===== src/rtl/xc_aesmix_lanes.sv =====
//------------------------------------------------------------------------------
// Module   : xc_aesmix_lanes
// Purpose  : AES MixColumns / InvMixColumns on one 32-bit column, LANES bytes
//            per cycle, registered result with busy/ready handshake.
// Config   : XC_AESMIX_LANES_SCRUB_EN - clear result after ready and on abort.
// Revision : 1.0 - initial release
//------------------------------------------------------------------------------
`default_nettype none

module xc_aesmix_lanes #(
   parameter int LANES = 1,
   parameter int STEPS = 4 / LANES
) (
   input  logic        clock,
   input  logic        resetn,
   input  logic        flush,
   input  logic [31:0] flush_data,
   input  logic        valid,
   input  logic [31:0] rs1,
   input  logic [31:0] rs2,
   input  logic        enc,
   output logic        ready,
   output logic        busy,
   output logic [31:0] result
);

   localparam int c_KW = (STEPS > 1) ? $clog2(STEPS) : 1;

   generate
      if (!(LANES == 1 || LANES == 2 || LANES == 4) || (STEPS * LANES != 4)) begin : g_bad_cfg
         $error("xc_aesmix_lanes: LANES must be 1, 2 or 4 and STEPS must be 4/LANES");
      end
   endgenerate

   typedef enum logic [1:0] {
      S_IDLE    = 2'd0,
      S_COMPUTE = 2'd1,
      S_DONE    = 2'd2
   } t_state;

   function automatic logic [7:0] f_xt(input logic [7:0] a);
      return {a[6:0], 1'b0} ^ (a[7] ? 8'h1b : 8'h00);
   endfunction

   // rot[7:0] is a_i, rot[15:8] is a_{i+1}, and so on around the column.
   function automatic logic [7:0] f_enc(input logic [31:0] rot);
      return f_xt(rot[7:0]) ^ f_xt(rot[15:8]) ^ rot[15:8] ^ rot[23:16] ^ rot[31:24];
   endfunction

   function automatic logic [7:0] f_dec(input logic [31:0] rot);
      logic [7:0] x2 [4];
      logic [7:0] x4 [4];
      logic [7:0] x8 [4];
      for (int i = 0; i < 4; i++) begin
         x2[i] = f_xt(rot[8*i +: 8]);
         x4[i] = f_xt(x2[i]);
         x8[i] = f_xt(x4[i]);
      end
      return (x8[0] ^ x4[0] ^ x2[0])
           ^ (x8[1] ^ x2[1] ^ rot[15:8])
           ^ (x8[2] ^ x4[2] ^ rot[23:16])
           ^ (x8[3] ^ rot[31:24]);
   endfunction

   t_state              r_state;
   logic [c_KW-1:0]     r_k;
   logic                r_ready;
   logic                r_busy;
   logic [31:0]         r_result;

   logic [31:0]         w_col;
   logic [1:0]          w_base;
   logic [8*LANES-1:0]  w_lanes;
   logic [31:0]         w_next;
   logic                w_unused;

   assign w_col    = {rs2[31:16], rs1[15:0]};
   assign w_base   = 2'(r_k * LANES);
   assign w_unused = ^{rs1[31:16], rs2[15:0]};

   generate
      for (genvar j = 0; j < LANES; j++) begin : g_lane
         logic [1:0]  w_idx;
         logic [31:0] w_rot;
         assign w_idx = w_base + 2'(j);
         always_comb begin
            case (w_idx)
               2'd0:    w_rot = w_col;
               2'd1:    w_rot = {w_col[7:0],  w_col[31:8]};
               2'd2:    w_rot = {w_col[15:0], w_col[31:16]};
               default: w_rot = {w_col[23:0], w_col[31:24]};
            endcase
         end
         assign w_lanes[8*j +: 8] = enc ? f_enc(w_rot) : f_dec(w_rot);
      end
   endgenerate

   always_comb begin
      w_next = r_result;
      for (int j = 0; j < LANES; j++) begin
         w_next[8*((int'(w_base) + j) % 4) +: 8] = w_lanes[8*j +: 8];
      end
   end

   always_ff @(posedge clock) begin
      if (!resetn) begin
         r_state  <= S_IDLE;
         r_k      <= '0;
         r_ready  <= 1'b0;
         r_busy   <= 1'b0;
         r_result <= 32'h0;
      end else if (flush) begin
         r_state  <= S_IDLE;
         r_k      <= '0;
         r_ready  <= 1'b0;
         r_busy   <= 1'b0;
         r_result <= flush_data;
      end else begin
         case (r_state)
            S_IDLE: begin
               r_ready <= 1'b0;
               r_busy  <= 1'b0;
               if (valid) begin
                  // The acceptance cycle already writes the k=0 bytes.
                  r_result <= w_next;
                  if (STEPS == 1) begin
                     r_state <= S_DONE;
                     r_ready <= 1'b1;
                     r_k     <= '0;
                  end else begin
                     r_state <= S_COMPUTE;
                     r_busy  <= 1'b1;
                     r_k     <= c_KW'(1);
                  end
               end
            end
            S_COMPUTE: begin
               if (!valid) begin
                  r_state <= S_IDLE;
                  r_k     <= '0;
                  r_busy  <= 1'b0;
`ifdef XC_AESMIX_LANES_SCRUB_EN
                  r_result <= 32'h0;
`endif
               end else begin
                  r_result <= w_next;
                  if (r_k == c_KW'(STEPS - 1)) begin
                     r_state <= S_DONE;
                     r_k     <= '0;
                     r_busy  <= 1'b0;
                     r_ready <= 1'b1;
                  end else begin
                     r_k <= r_k + c_KW'(1);
                  end
               end
            end
            S_DONE: begin
               r_state <= S_IDLE;
               r_ready <= 1'b0;
               r_busy  <= 1'b0;
`ifdef XC_AESMIX_LANES_SCRUB_EN
               r_result <= 32'h0;
`endif
            end
            default: begin
               r_state <= S_IDLE;
               r_k     <= '0;
               r_ready <= 1'b0;
               r_busy  <= 1'b0;
            end
         endcase
      end
   end

   assign ready  = r_ready;
   assign busy   = r_busy;
   assign result = r_result;

endmodule

`default_nettype wire

===== config.mk =====
export PLATFORM = sky130hd
export DESIGN_NAME = xc_aesmix_lanes
export DESIGN_NICKNAME = d
export VERILOG_FILES = /design/src/rtl/xc_aesmix_lanes.sv
export SDC_FILE = /design/constraint.sdc
export NUM_CORES = 1
export LEC_CHECK = 0
export ABC_AREA = 1
export ABC_CLOCK_PERIOD_IN_PS = 3900
export CAP_MARGIN = 20
export CORE_MARGIN = 2
export CORE_UTILIZATION = 40
export DETAILED_ROUTE_END_ITERATION = 8
export HOLD_SLACK_MARGIN = 0.06
export PLACE_DENSITY = 0.68
export SETUP_SLACK_MARGIN = 0.3
export SLEW_MARGIN = 15
export SYNTH_ARGS = -nofsm -noshare
export SYNTH_HDL_FRONTEND = slang
export SYNTH_SLANG_ARGS = --single-unit
export TNS_END_PERCENT = 5

===== constraint.sdc =====
create_clock -name clock -period 3.9 [get_ports clock]
set_clock_uncertainty 0.2 [all_clocks]
set_input_delay 0.39 -clock clock [delete_from_list [all_inputs] [get_ports clock]]
set_output_delay 0.39 -clock clock [all_outputs]
set_load 0.02 [all_outputs]

# Word level (Yosys, flattened, before mapping)
# Cells that the tools add are included.
word_totals:
  reg_bits: 38
  inputBits: 101
  output_inout_bits: 34
  word_cells: 85
op_classes:
  n_addsub: 2
  eq_ne: 7
  shift: 2
  muxes: 29
  n_bitwise: 29
  reduce_logical: 11
op_table:
  columns: ["op", "n"]
  rows:
  - ["8-bit XOR", 14]
  - ["32-bit 2-to-1 mux", 3]
  - ["32-bit case mux with 3 select lines", 1]
  - ["8-bit by 5-bit XOR with 8-bit output", 12]
  - ["5-bit 2-to-1 mux", 12]
  - ["5-bit negator with 33-bit output", 1]
  - ["8-bit by 33-bit variable shift with 32-bit output (first input constant)", 1]
  - ["8-bit by 33-bit indexed part select with 32-bit output", 1]
  - ["32-bit bitwise mux", 1]
  - ["2-bit 2-to-1 mux", 5]
  - ["8-bit 2-to-1 mux", 1]
  - ["2-bit AND reduction", 4]
  - ["2-bit equality test (second input constant)", 3]
  - ["2-bit case mux with 3 select lines", 1]
  - ["2-bit by 1-bit equality test with 1-bit output (second input constant)", 2]
  - ["2-bit logical NOT", 2]
  - ["2-bit case mux with 2 select lines", 1]
  - ["2-bit nonzero test", 2]
  - ["2-bit OR reduction", 2]
  - ["1-bit 2-to-1 mux", 3]
  - ["3-bit != test (second input constant)", 1]
  - ["1-bit NOT", 3]
  - ["3-bit OR reduction", 1]
  - ["2-bit by 1-bit adder with 2-bit output (second input constant)", 1]
  - ["2 further kinds", 2]

# Longest topological paths before layout
depth:
  word_depth: 19
  ltp_mapped: 24
  depth_no_buf: 23

# Worst setup path before layout
# OpenSTA, ideal clock, no wires.
synth_timing:
  kind: "flip-flop to flip-flop"
  start: "register r_k[0]"
  end: "register r_result[11] (netlist: result[11])"
  setup_ns: 0.128
  arrival_ns: 2.347
  required_ns: 3.572
  slack_ns: 1.226
  path_stages_with_launch: 22
  path_buffers: 1
  synth_period_minus_slack_ns: 2.674
  cell_sequence: "dfxtp_1 inv_1 ha_1 buf_2 nand2_1 nand2_1 o21bai_1 nand2_1 nand2_1 nand2_1 nand2_1 nand3_1 nand2_1 nand2_1 inv_1 nor2_1 nand2_1 nand3_2 nand4_1 nor2_1 nor2_1 nor2_1"
synth_via:
  elab_chain_len: 17
  elab_cells_between_ends: 50
  classes_between: "add/sub (1); eq/ne (2); shift (2); mux (18); bitwise (26); reduce/logical (1)"
synth_lines:
  columns: ["item", "line", "source"]
  rows:
  - ["start, declared", "66", "logic [c_KW-1:0] r_k;"]
  - ["start signal, assigned", "133", "r_k <= c_KW'(1);"]
  - ["start signal, assigned", "153", "r_k <= r_k + c_KW'(1);"]
  - ["2-bit equality test (tied with other cells)", "87", "case (w_idx)"]
  - ["32-bit case mux with 3 select lines", "87", null]
  - ["8-bit by 5-bit XOR with 8-bit output or 5-bit 2-to-1 mux (tied branches) (2 in a row)", "42", "return {a[6:0], 1'b0} ^ (a[7] ? 8'h1b : 8'h00);"]
  - ["5-bit 2-to-1 mux or 8-bit by 5-bit XOR with 8-bit output (tied branches)", "42", null]
  - ["8-bit by 5-bit XOR with 8-bit output", "42", null]
  - ["8-bit XOR (on tied branches) (2 in a row)", "59, 60", null]
  - ["8-bit XOR", "60", "^ (x8[1] ^ x2[1] ^ rot[15:8])"]
  - ["8-bit XOR", "61", "^ (x8[2] ^ x4[2] ^ rot[23:16])"]
  - ["8-bit XOR", "62", "^ (x8[3] ^ rot[31:24]);"]
  - ["8-bit 2-to-1 mux", "94", "assign w_lanes[8*j +: 8] = enc ? f_enc(w_rot) : f_dec(w_rot);"]
  - ["8-bit by 33-bit indexed part select with 32-bit output", "101", "w_next[8*((int'(w_base) + j) % 4) +: 8] = w_lanes[8*j +: 8];"]
  - ["32-bit bitwise mux (*)", "101", null]
  - ["32-bit 2-to-1 mux (*)", "123, 138", null]
  - ["32-bit 2-to-1 mux (*)", null, null]
  - ["32-bit 2-to-1 mux (*)", "112", "end else if (flush) begin"]
  - ["end signal, assigned", "117", "r_result <= flush_data;"]
  - ["end signal, assigned", "125", "r_result <= w_next;"]
  - ["end signal, assigned", "146", "r_result <= w_next;"]
  - ["end, declared", "69", "logic [31:0] r_result;"]
# Mark *: on every way between the ends. The rest lies on a longest branch, timed or not. The select of a mux whose other input is x is not followed.
# A chain may end at the register's enable or synchronous reset.

# Worst setup path in the final report
layout_timing:
  start: "register r_k[0]"
  end: "register r_result[27] (netlist: result[27])"
# Same word-level chain as after synthesis.

==> impl_summary.md <==
Floorplanning
The initial utilization of the core area, before any placement, comes to 0.4136. The floorplan step set the die width to 116.1 µm. The area of the core region is 0.01216 mm². The number of I/O pins is 135. The vertical die dimension is 116.1 µm. The die outline area is 0.01349 mm². The number of cell rows is 40.

Placement
Buffers placed on the I/O ports in this run total 102. The congestion estimate from routability-driven global placement came to 0.9581. The post-detailed-placement half-perimeter wirelength is 12.83 mm.

Status
The run finished with clean final reports.

Critical path
The critical path capture point type is a register. The largest driver fanout on the critical path is 30. The required time at the endpoint of the critical path is 3.92 ns.

The worst setup path is of the reg2reg kind. Data arrives at the worst endpoint at 3.35 ns. STA classifies the critical path startpoint as a register.

Yosys
The synthesized area divided by synthesized cell count is 5.438 µm². After synthesis the cells add up to 0.005030 mm². The total of flip-flops plus latches after synthesis is 38. The synthesized net count is 1033.

The count of flip-flops with a built-in enable after synthesis is 0. The netlist uses 38 different library cells. After technology mapping, the gate count stands at 925. For this run, the register share of the synthesized area comes to 0.1512. Among all flip-flop cells after synthesis, the most frequent one is dfxtp_1. During synthesis, Yosys emitted a total of 0 warnings. The async set-or-reset flop fraction in the synthesized netlist is 0.

Layout
The number of nets at the end of the flow is 1133. The area growth from synthesis to layout is 28.23%. The fraction of layout cells with a size suffix above 1 is 0.07895. The antenna diode count is 0.

The core utilization of the finished layout is 0.5304. The count of fill cells added during filler insertion is 1299.

Hold path
The min-delay analysis places its worst path in the category reg2reg.

STA
The worst-margin pin slew is 0.7800 ns. In the finished design, the share of the clock period the worst path needs comes to 0.8534. Setup repair after global routing could not meet its margin everywhere. The post-layout minimum cycle time is 3.328 ns. The count of endpoints failing hold in the final timing report is 0. The worst pin sits at a relative slew slack of 0.4800. Hold timing on the final database bottoms out at a slack of 0.2749 ns.

The timing-limited maximum frequency is 300.4 MHz. The final count of negative-setup-slack endpoints is 0. The max-slew violation count is 0.

For the final routed database, the setup TNS stands at 0 ns.

Clock tree
The tree is rooted in a clkbuf_16. The TritonCTS sink count is 38. The clock latency at the later pin of the worst-skew pair is 0.28 ns. The clock tree from TritonCTS is yes. The number of clock buffers added by TritonCTS is 5. After clock tree synthesis, the clock-pin slew on the worst setup and hold paths is 0.06 ns. The post-cts hold buffer count is 0. In this run the post-CTS setup repair buffer count came out at 0. The clock tree synthesis step divided the H-tree into 2 levels. No sink is reached through more buffers than the 2 on the longest clock path.

Route
Dividing the detail-routed wire length by the instance count gives 13.53 µm. Before antenna repair, the detailed router went through 7 iterations. The overall via count from detail_route is 6051.

For this run, design rule violations remaining after detail routing come to 0. Once detail routing completed, the nets flagged for antenna violations numbered 0. The average via count per standard cell is 5.068. For this block, the initial DRC count from the detailed router was 474.

The overall routed net length is 16.16 mm.

Global route
The global-route wire length before repair is 26.19 mm. Entering global routing, the biggest net connects 36 pins. The via count of the first global-routing pass is 5322. For this run the aggregate overflow at the end of global routing stands at 0. The global-route usage over all layers is 0.2415. The initial antenna violation count is 0.

Run
The max-cap check violation count is 0.

Pwr
The peak supply drop is 193.1 µV. The power density normalized to cell area is 289.1 mW/mm². Summed over all cells, the static leakage comes to 3.219 nW.
sequential cells by signal, summed over array words and instances, names as in the netlist:
name	flops
busy	1
ready	1
r_state	2
r_k	2
result	32
worst max-delay path: stages, from the launching register on:
cell and delay [ns]:
dfxtp_1 0.37, inv_1 0.14, ha_1 0.23, buf_4 0.23
nand2_1 0.09, nand2_1 0.08, o21bai_2 0.39, nand2_1 0.13
nand2_2 0.14, nand2_1 0.06, nand2_1 0.10, nand3_1 0.09
nand2_1 0.10, xor2_1 0.23, nand2_1 0.10, nand3_2 0.09
nand4_1 0.17, nor2_1 0.17, nor2_1 0.05, nor2_1 0.07
stage by stage:
step	total power, mW	setup WS, ns	cell area (µm²)	cells
after floorplan	1.038	1.226	5030	925
after global placement	1.315	0.6345	6247	1186
after detailed placement	1.323	0.5887	6247	1186
after CTS	1.861	0.5615	6441	1194
after global routing	1.997	0.2725	6450	1194
final	1.864	0.5716	6450	1194
final timing paths:
kind	depth (start not counted)	startpoint	to	slack [ns]
worst max register to register	19	r_k[0]	result[27]	0.57
worst min-delay path	1	busy	busy	0.27
worst min register to register	1	busy	busy	0.27
worst max-delay path	19	r_k[0]	result[27]	0.57
layer usage:
metal	up-vias	global-route usage	part of all wire
li1	3108	-	-
met1	2708	0.3619	0.49
met2	219	0.3770	0.44
met3	16	0.02387	0.066
met4	0	0.04762	0.011
met5	-	0	0
synth_stat cells (2+ instances only):
library cell  number  share of area
nand2_1          446           0.33
nor2_1            85          0.063
nand3_1           76          0.076
inv_1             65          0.049
dfxtp_1           38           0.15
xor2_1            30          0.052
xnor2_1           20          0.035
a21oi_1           18          0.018
nand4_1           18          0.022
a31oi_1           15          0.019
nor2_2            13          0.016
clkbuf_1          12         0.0090
buf_2              8         0.0080
ha_1               7          0.017
nand2_2            7         0.0087
o21ai_0            7         0.0070
nor2_4             6          0.013
o21bai_1           6         0.0090
o21bai_2           6          0.013
o21bai_4           6          0.022
buf_6              5          0.011
o22ai_2            4          0.010
a211oi_1           2         0.0030
buf_1              2         0.0015
clkinv_1           2         0.0015
inv_2              2         0.0015
nor3_1             2         0.0020
nor4_1             2         0.0025
o21ai_1            2         0.0020
o21ai_2            2         0.0035
or2_1              2         0.0025
or2_2              2         0.0025
xnor2_2            2         0.0065
layout by cell type (no fill, tap or decap), types with 4 or more instances in the layout:
master / instances
a21oi_1: 18
a31oi_1: 15
buf_4: 19
clkbuf_16: 5
clkdlybuf4s50_1: 102
dfxtp_1: 38
ha_1: 7
inv_1: 65
nand2_1: 446
nand2_2: 7
nand3_1: 76
nand4_1: 18
nor2_1: 83
nor2_2: 15
nor2_4: 6
o21ai_0: 7
o21bai_1: 5
o21bai_2: 7
o21bai_4: 6
o22ai_2: 4
xnor2_1: 20
xor2_1: 30
what timing repair did:
item                                    in CTS  in global routing
endpoints found under the setup margin       0                  3
hold endpoints to repair                     0                  0
resized for setup                            0                  3
where the power goes:
part           switching (mW)  internal (mW)  total [mW]  leakage [nW]
registers              0.0122          0.411       0.423         0.313
clock network           0.167          0.368       0.535        0.0940
logic                   0.557          0.349       0.906          2.81
total                   0.736           1.13        1.86          3.22
cell type report:
type | count | area [µm²] | area share
clock buffer | 5 | 125.1 | 0.01940
timing repair buffer | 121 | 1164 | 0.1804
sequential | 38 | 760.7 | 0.1179
inverter | 69 | 259.0 | 0.04016
tap | 168 | 210.2 | 0.03259
clock inverter | 3 | 68.82 | 0.01067
multi-input combinational | 790 | 3862 | 0.5988
cells by family after synthesis:
kind of cell	after synthesis	synth area share
AO/OA/AOI/OAI	71	0.1112
XOR/XNOR	52	0.09353
adder cells (fa/ha/maj)	7	0.01741
buffers and inverters	97	0.08259
flip-flops	38	0.1512
AND/OR/NAND/NOR	660	0.5440
Note: power is estimated with default switching activity, not from simulation.
